<file path="src/rtl/pipe_stage_reg.sv">
// Valid/ready pipeline stage register with optional skid entry, hazard hold,
// flush, occupancy reporting and a saturating bubble counter.
module pipe_stage_reg #(
    parameter int DATA_W     = 128,
    parameter int SKID       = 1,
    parameter int CLEAR_DATA = 1,
    parameter int CNT_W      = 16
) (
    input  logic              Clk,
    input  logic              Rst_n,
    input  logic              in_valid,
    output logic              in_ready,
    input  logic [DATA_W-1:0] in_data,
    output logic              out_valid,
    input  logic              out_ready,
    output logic [DATA_W-1:0] out_data,
    input  logic              hold,
    input  logic              flush,
    output logic [1:0]        occupancy,
    output logic [CNT_W-1:0]  bubble_cnt
);

    // Encoding is {main valid, skid valid}; 2'b01 is unreachable.
    typedef enum logic [1:0] {
        EMPTY = 2'b00,
        ONE   = 2'b10,
        FULL  = 2'b11
    } state_t;

    state_t             state_reg, state_next;
    logic [DATA_W-1:0]  main_data_reg, main_data_next;
    logic [DATA_W-1:0]  skid_data_reg, skid_data_next;
    logic [CNT_W-1:0]   bubble_cnt_reg;
    logic               main_valid, skid_valid;
    logic               push, pop;

    assign main_valid = state_reg[1];
    assign skid_valid = state_reg[0];

    generate
        if (SKID != 0) begin : g_skid
            // Registered-only readiness: no path from out_ready.
            assign in_ready = ~skid_valid & ~hold & ~flush & Rst_n;
        end else begin : g_noskid
            assign in_ready = (~main_valid | out_ready) & ~hold & ~flush & Rst_n;
        end
    endgenerate

    assign out_valid  = main_valid & ~hold & ~flush;
    assign out_data   = main_data_reg;
    assign push       = in_valid & in_ready;
    assign pop        = out_valid & out_ready;
    assign occupancy  = {1'b0, main_valid} + {1'b0, skid_valid};
    assign bubble_cnt = bubble_cnt_reg;

    always_comb begin
        state_next     = state_reg;
        main_data_next = main_data_reg;
        skid_data_next = skid_data_reg;
        if (flush) begin
            state_next = EMPTY;
            if (CLEAR_DATA != 0) begin
                main_data_next = '0;
                skid_data_next = '0;
            end
        end else if (!hold) begin
            case (state_reg)
                EMPTY: begin
                    if (push) begin
                        state_next     = ONE;
                        main_data_next = in_data;
                    end
                end
                ONE: begin
                    if (push && pop) begin
                        main_data_next = in_data;
                    end else if (push && (SKID != 0)) begin
                        state_next     = FULL;
                        skid_data_next = in_data;
                    end else if (pop) begin
                        state_next = EMPTY;
                    end
                end
                FULL: begin
                    if (pop) begin
                        state_next     = ONE;
                        main_data_next = skid_data_reg;
                    end
                end
                default: state_next = EMPTY;
            endcase
        end
    end

    always_ff @(posedge Clk) begin
        if (!Rst_n) begin
            state_reg     <= EMPTY;
            main_data_reg <= '0;
            skid_data_reg <= '0;
        end else begin
            state_reg     <= state_next;
            main_data_reg <= main_data_next;
            skid_data_reg <= skid_data_next;
        end
    end

    // Flush leaves the bubble count alone; only reset clears it.
    always_ff @(posedge Clk) begin
        if (!Rst_n) begin
            bubble_cnt_reg <= '0;
        end else if (hold && main_valid && !flush && (bubble_cnt_reg != {CNT_W{1'b1}})) begin
            bubble_cnt_reg <= bubble_cnt_reg + CNT_W'(1);
        end
    end

endmodule

</file>
<file path="config.mk">
export PLATFORM = sky130hd
export DESIGN_NAME = pipe_stage_reg
export DESIGN_NICKNAME = d
export VERILOG_FILES = /design/src/rtl/pipe_stage_reg.sv
export SDC_FILE = /design/constraint.sdc
export NUM_CORES = 1
export LEC_CHECK = 0
export ABC_AREA = 1
export BUFFER_PORTS_ARGS = -buffer_cell sky130_fd_sc_hd__buf_2
export CAP_MARGIN = 10
export CORE_MARGIN = 2
export CORE_UTILIZATION = 50
export CTS_BUF_LIST = sky130_fd_sc_hd__clkbuf_8
export DETAILED_ROUTE_END_ITERATION = 16
export PLACE_DENSITY = 0.88
export SLEW_MARGIN = 30
export SYNTH_ARGS = -nofsm -noshare
export SYNTH_HDL_FRONTEND = slang
export SYNTH_SLANG_ARGS = --single-unit
</file>
<file path="constraint.sdc">
create_clock -name Clk -period 2.06 [get_ports Clk]
set_input_delay 0.618 -clock Clk [delete_from_list [all_inputs] [get_ports Clk]]
set_output_delay 0.618 -clock Clk [all_outputs]
set_load 0.005 [all_outputs]
</file>
; ---- After elaboration in Yosys (flattened, before gate mapping)
; Index checks and enable logic that the tools add are counted.
[word_totals]
memories = 0
ff_bits = 274
mem_bits_ro = 0
out_inout_bits = 148
latch_bits = 0
ramBits = 0
[op_classes]
n_mux = 10
n_mul = 0
div = 0
addsub = 2
bitwise_logic = 12
n_eq_ne = 8
magnitude_cmp = 0
reduce_logical = 11
shifts = 0
[op_table]
columns = op, n
row1 = 2-to-1 mux 128 bit, 3
row2 = one-hot mux 128 bit (3 select lines), 1
row3 = "adder 16 x 1 -> 16 bit, second input constant", 1
row4 = "!= test 16 bit, second input constant", 1
row5 = 2-to-1 mux 2 bit, 5
row6 = AND reduction 5 bit, 2
row7 = "!= test 2 bit, second input constant", 4
row8 = bitwise AND 1 bit, 7
row9 = one-hot mux 2 bit (3 select lines), 1
row10 = inverter 1 bit, 5
row11 = "== test 2 bit, second input constant", 2
row12 = logical AND 1 bit, 4
row13 = AND reduction 4 bit, 1
row14 = "!= test 3 bit, second input constant", 1
row15 = nonzero test 3 bit, 1
row16 = adder 1 x 1 -> 2 bit, 1
row17 = logical NOT 2 bit, 1
row18 = OR reduction 2 bit, 1
row19 = logical NOT 1 bit, 1

; ---- Longest topological paths before layout
[depth]
ltp_word = 8
mapped_depth = 11
mapped_depth_nobuf = 10

; ---- Worst setup path before layout
; OpenSTA, ideal clock, no wires.
[synth_path]
kind = input to output
from = in Rst_n
to = out in_ready
arrival_ns = 1.447
cell_stages = 6
n_path_buf = 2
slack_ns = -0.005
required_time_ns = 1.442
cell_sequence = inv_2 nor2_8 clkbuf_1 clkbuf_1 nand2_1 inv_1
[synth_via]
elab_chain_len = 1
[synth_lines]
columns = element, line_no
row1 = "start, declared", 10  ; input logic Rst_n,
row2 = bitwise AND 1 bit, 43  ; assign in_ready = ~skid_valid & ~hold & ~flush & Rst_n;
row3 = "end, declared", 12  ; output logic in_ready,
; Every way passes these cells.

; ---- Worst setup path after layout
[layout_path]
from = reg state_reg[0]
to = out occupancy[0]
[layout_via]
elab_chain_len = 1
[layout_lines]
columns = element, line_no
row1 = "start, declared", 30  ; state_t state_reg, state_next;
row2 = "start signal, assigned", 101  ; state_reg <= state_next;
row3 = adder 1 x 1 -> 2 bit, 53  ; assign occupancy = {1'b0, main_valid} + {1'b0, skid_valid};
row4 = "end, declared", 19  ; output logic [1:0] occupancy,
; Every way passes these cells.

==> out/results.txt <==
core box area -> 23610 sq um
antenna violations before repair -> 13
clock tree buffer depth -> 3
Post-Place Setup Slack -> -0.09538 ns
post-route cell area -> 15000 sq um
max frequency -> 0.5003 GHz
# H-tree levels -> 2
Syn Inst Count -> 1604
Slew @ Worst Pin -> 0.5966 ns
first-pass detailed-route iteration total -> 5
Yosys cell types -> 28
hpwl dp -> 21.42 mm
Worst Slack Setup Final -> 0.06118 ns
DRC -> 0
final core occ -> 63.54%
Die ar. -> 25480 sq um
layout cells sized above 1 -> 22.35%
Critical Path AT -> 1.38 ns
Layout fillers -> 2004
pwr dens -> 746.2 nW/um^2
Reg2Reg Setup Slack -> 0.11 ns
critical path startpoint category -> flop
worst vdd ir -> 0.0005320 V
Worst Path Required -> 1.44 ns
RSZ-0062 raised after global routing -> no
Root Buffer -> clkbuf_8
Syn. warnings -> 0
Mapped Area -> 12110 sq um
P&R area growth vs syn -> 23.91%
max-cap check violation count -> 0
post-route antenna net violation count -> 0
Ports -> 282
Overall Global Routing Usage -> 25.54%
Tcrit/Tclk final -> 97.03%
P_leak -> 6.386 nW
vias -> 11.87k
Initial Util -> 51.28%
routed wire length -> 34.15 mm
syn_nets -> 1743
Vias/cell -> 5.348
Row Count -> 56
Worst Hold Class -> input pin to flop
PortBufs -> 281
DP Cell Count -> 2120
first-pass GRT wire length -> 54.48 mm
TritonCTS clock tree -> built
largest net degree at the start of global routing -> 151
relative slew slack -> 60.22%
placed inst area -> 13830 sq um
TritonCTS Sinks -> 274
Initial DRC Count -> 1128
Tmin final -> 1.999 ns
die width -> 159.6 um
WS Path Type -> flop to primary output
Routability Congestion -> 0.8776
outcome -> completed
CP Capture Type -> primary output
sequential element share of the synthesized area -> 45.30%
CTS clk-pin slew, worst paths -> 0.06 ns
vias in the first global route -> 11.24k
clock skew -> 0.01439 ns
critical path fanouts, max -> 4
die height -> 159.6 um
Hold Vio Cnt, Final -> 0
Layout Nets -> 1992
post-DR wirelength/cell -> 15.38 um
fin cells -> 2220
Tot Pwr -> 0.01120 W
flops & latches, synth -> 274
mean post-synth cell area -> 7.549 sq um
total gr overflow -> 0
Final Slew Violations -> 0
worst skew pair latency -> 0.54 ns
final setup vio count -> 0
total clock buffers created by CTS -> 45
==> metrics by stage <==
step | setup TNS (ns) | hold slack, ns
after floorplan | 0 | 0.4630
after global placement | -0.4025 | 0.4533
after detailed placement | -4.738 | 0.4638
after CTS | 0 | 0.2734
after global routing | 0 | 0.2905
final | 0 | 0.3079
==> cells by family after synthesis <==
family | Yosys count | synth area share, %
muxes | 128 | 10.58
AOI/OAI and AO/OA | 277 | 11.45
buffers and inverters | 151 | 6.127
and+or+nand+nor | 762 | 25.52
DFF | 274 | 45.30
adders and majority gates | 5 | 0.5166
xor gates and xnor gates | 7 | 0.5063
==> area by class of cell <==
| class | count | area [sq um] | area share (%) |
|---|---|---|---|
| diodes | 13 | 32.53 | 0.2168 |
| clock buffers | 62 | 853.3 | 5.687 |
| clock inverters | 20 | 138.9 | 0.9256 |
| inverters | 22 | 92.59 | 0.6171 |
| multi-input cells | 1179 | 5939 | 39.58 |
| flip-flops and latches | 274 | 5493 | 36.61 |
| well taps | 319 | 399.1 | 2.660 |
| repair buffers | 331 | 2056 | 13.70 |
==> power by group <==
| group | internal (W) | total [W] | leakage (nW) | switching, W |
|---|---|---|---|---|
| registers | 0.00534 | 0.00536 | 2.21 | 0.0000223 |
| clock network | 0.00293 | 0.00509 | 0.556 | 0.00217 |
| logic | 0.000312 | 0.000744 | 3.62 | 0.000432 |
| total | 0.00857 | 0.0112 | 6.39 | 0.00262 |
==> synthesized netlist by cell type <==
master,count,area [sq um]
nand4_2,1,12.51
nand2_1,203,762.0
nor3_1,1,5.000
buf_6,1,11.26
nand3b_1,1,7.510
xor2_1,3,26.28
clkbuf_2,1,5.000
mux2i_1,128,1281
nand3_1,133,665.6
o21ai_1,2,10.01
buf_2,76,380.4
o21ai_0,133,665.6
nand2_2,1,6.260
clkbuf_1,30,112.6
nor2_1,413,1550
nor2_8,1,20.02
buf_4,19,142.6
nand4_1,3,18.77
dfxtp_1,274,5485
a21oi_1,142,710.7
nor2_2,2,12.51
nand3_4,1,17.52
xnor2_1,4,35.03
inv_1,20,75.07
inv_2,2,7.510
buf_1,2,7.510
ha_1,5,62.56
or2_2,2,12.51
==> final timing paths <==
check               startpoint           endpoint  cells past startpoint
setup / recovery  state_reg[0]       occupancy[0]                      3
hold / removal     in_data[22]  skid_data_reg[22]                      3
setup reg to reg  state_reg[0]       out_data[75]                      8
hold reg to reg   out_data[34]       out_data[34]                      2
==> cell usage in the layout (no fill, tap or decap), types with 2 or more instances in the layout <==
| cell type | instances |
|---|---|
| nor2_1 | 411 |
| clkbuf_8 | 62 |
| buf_12 | 15 |
| bufbuf_16 | 2 |
| nor2_2 | 2 |
| xnor2_1 | 4 |
| nand4_1 | 3 |
| buf_4 | 31 |
| nand3_1 | 133 |
| clkinv_2 | 6 |
| dfxtp_1 | 272 |
| ha_1 | 3 |
| dfxtp_4 | 2 |
| nand2_1 | 203 |
| nor2_4 | 2 |
| bufinv_16 | 2 |
| mux2i_1 | 128 |
| or2_2 | 2 |
| inv_2 | 2 |
| a21oi_1 | 142 |
| buf_6 | 3 |
| buf_2 | 279 |
| inv_4 | 2 |
| o21ai_0 | 133 |
| inv_1 | 28 |
| diode_2 | 13 |
| xor2_1 | 3 |
| ha_4 | 2 |
==> metal layers <==
layer  share of wire (%)  vias to the layer above  GRT usage [%]
li1                    -                     5804              -
met5               0.038                        -              0
met1                  40                     5475          30.81
met3                 6.5                      128          4.805
met4                 5.6                        2          17.07
met2                  48                      464          41.60
==> worst max-delay path, stage by stage (launching register included) <==
cell and delay, ns:
dfxtp_4 0.41, inv_4 0.06, ha_4 0.27, buf_6 0.10
==> what timing repair did <==
action,in CTS,in global routing
hold buffers,0,0
setup buffers,2,1
gates cloned,2,0
endpoints found under the setup margin,7,2
hold endpoints to repair,0,0
resized for setup,12,3
pin swaps,1,1
(Power assumes the default switching activity.)
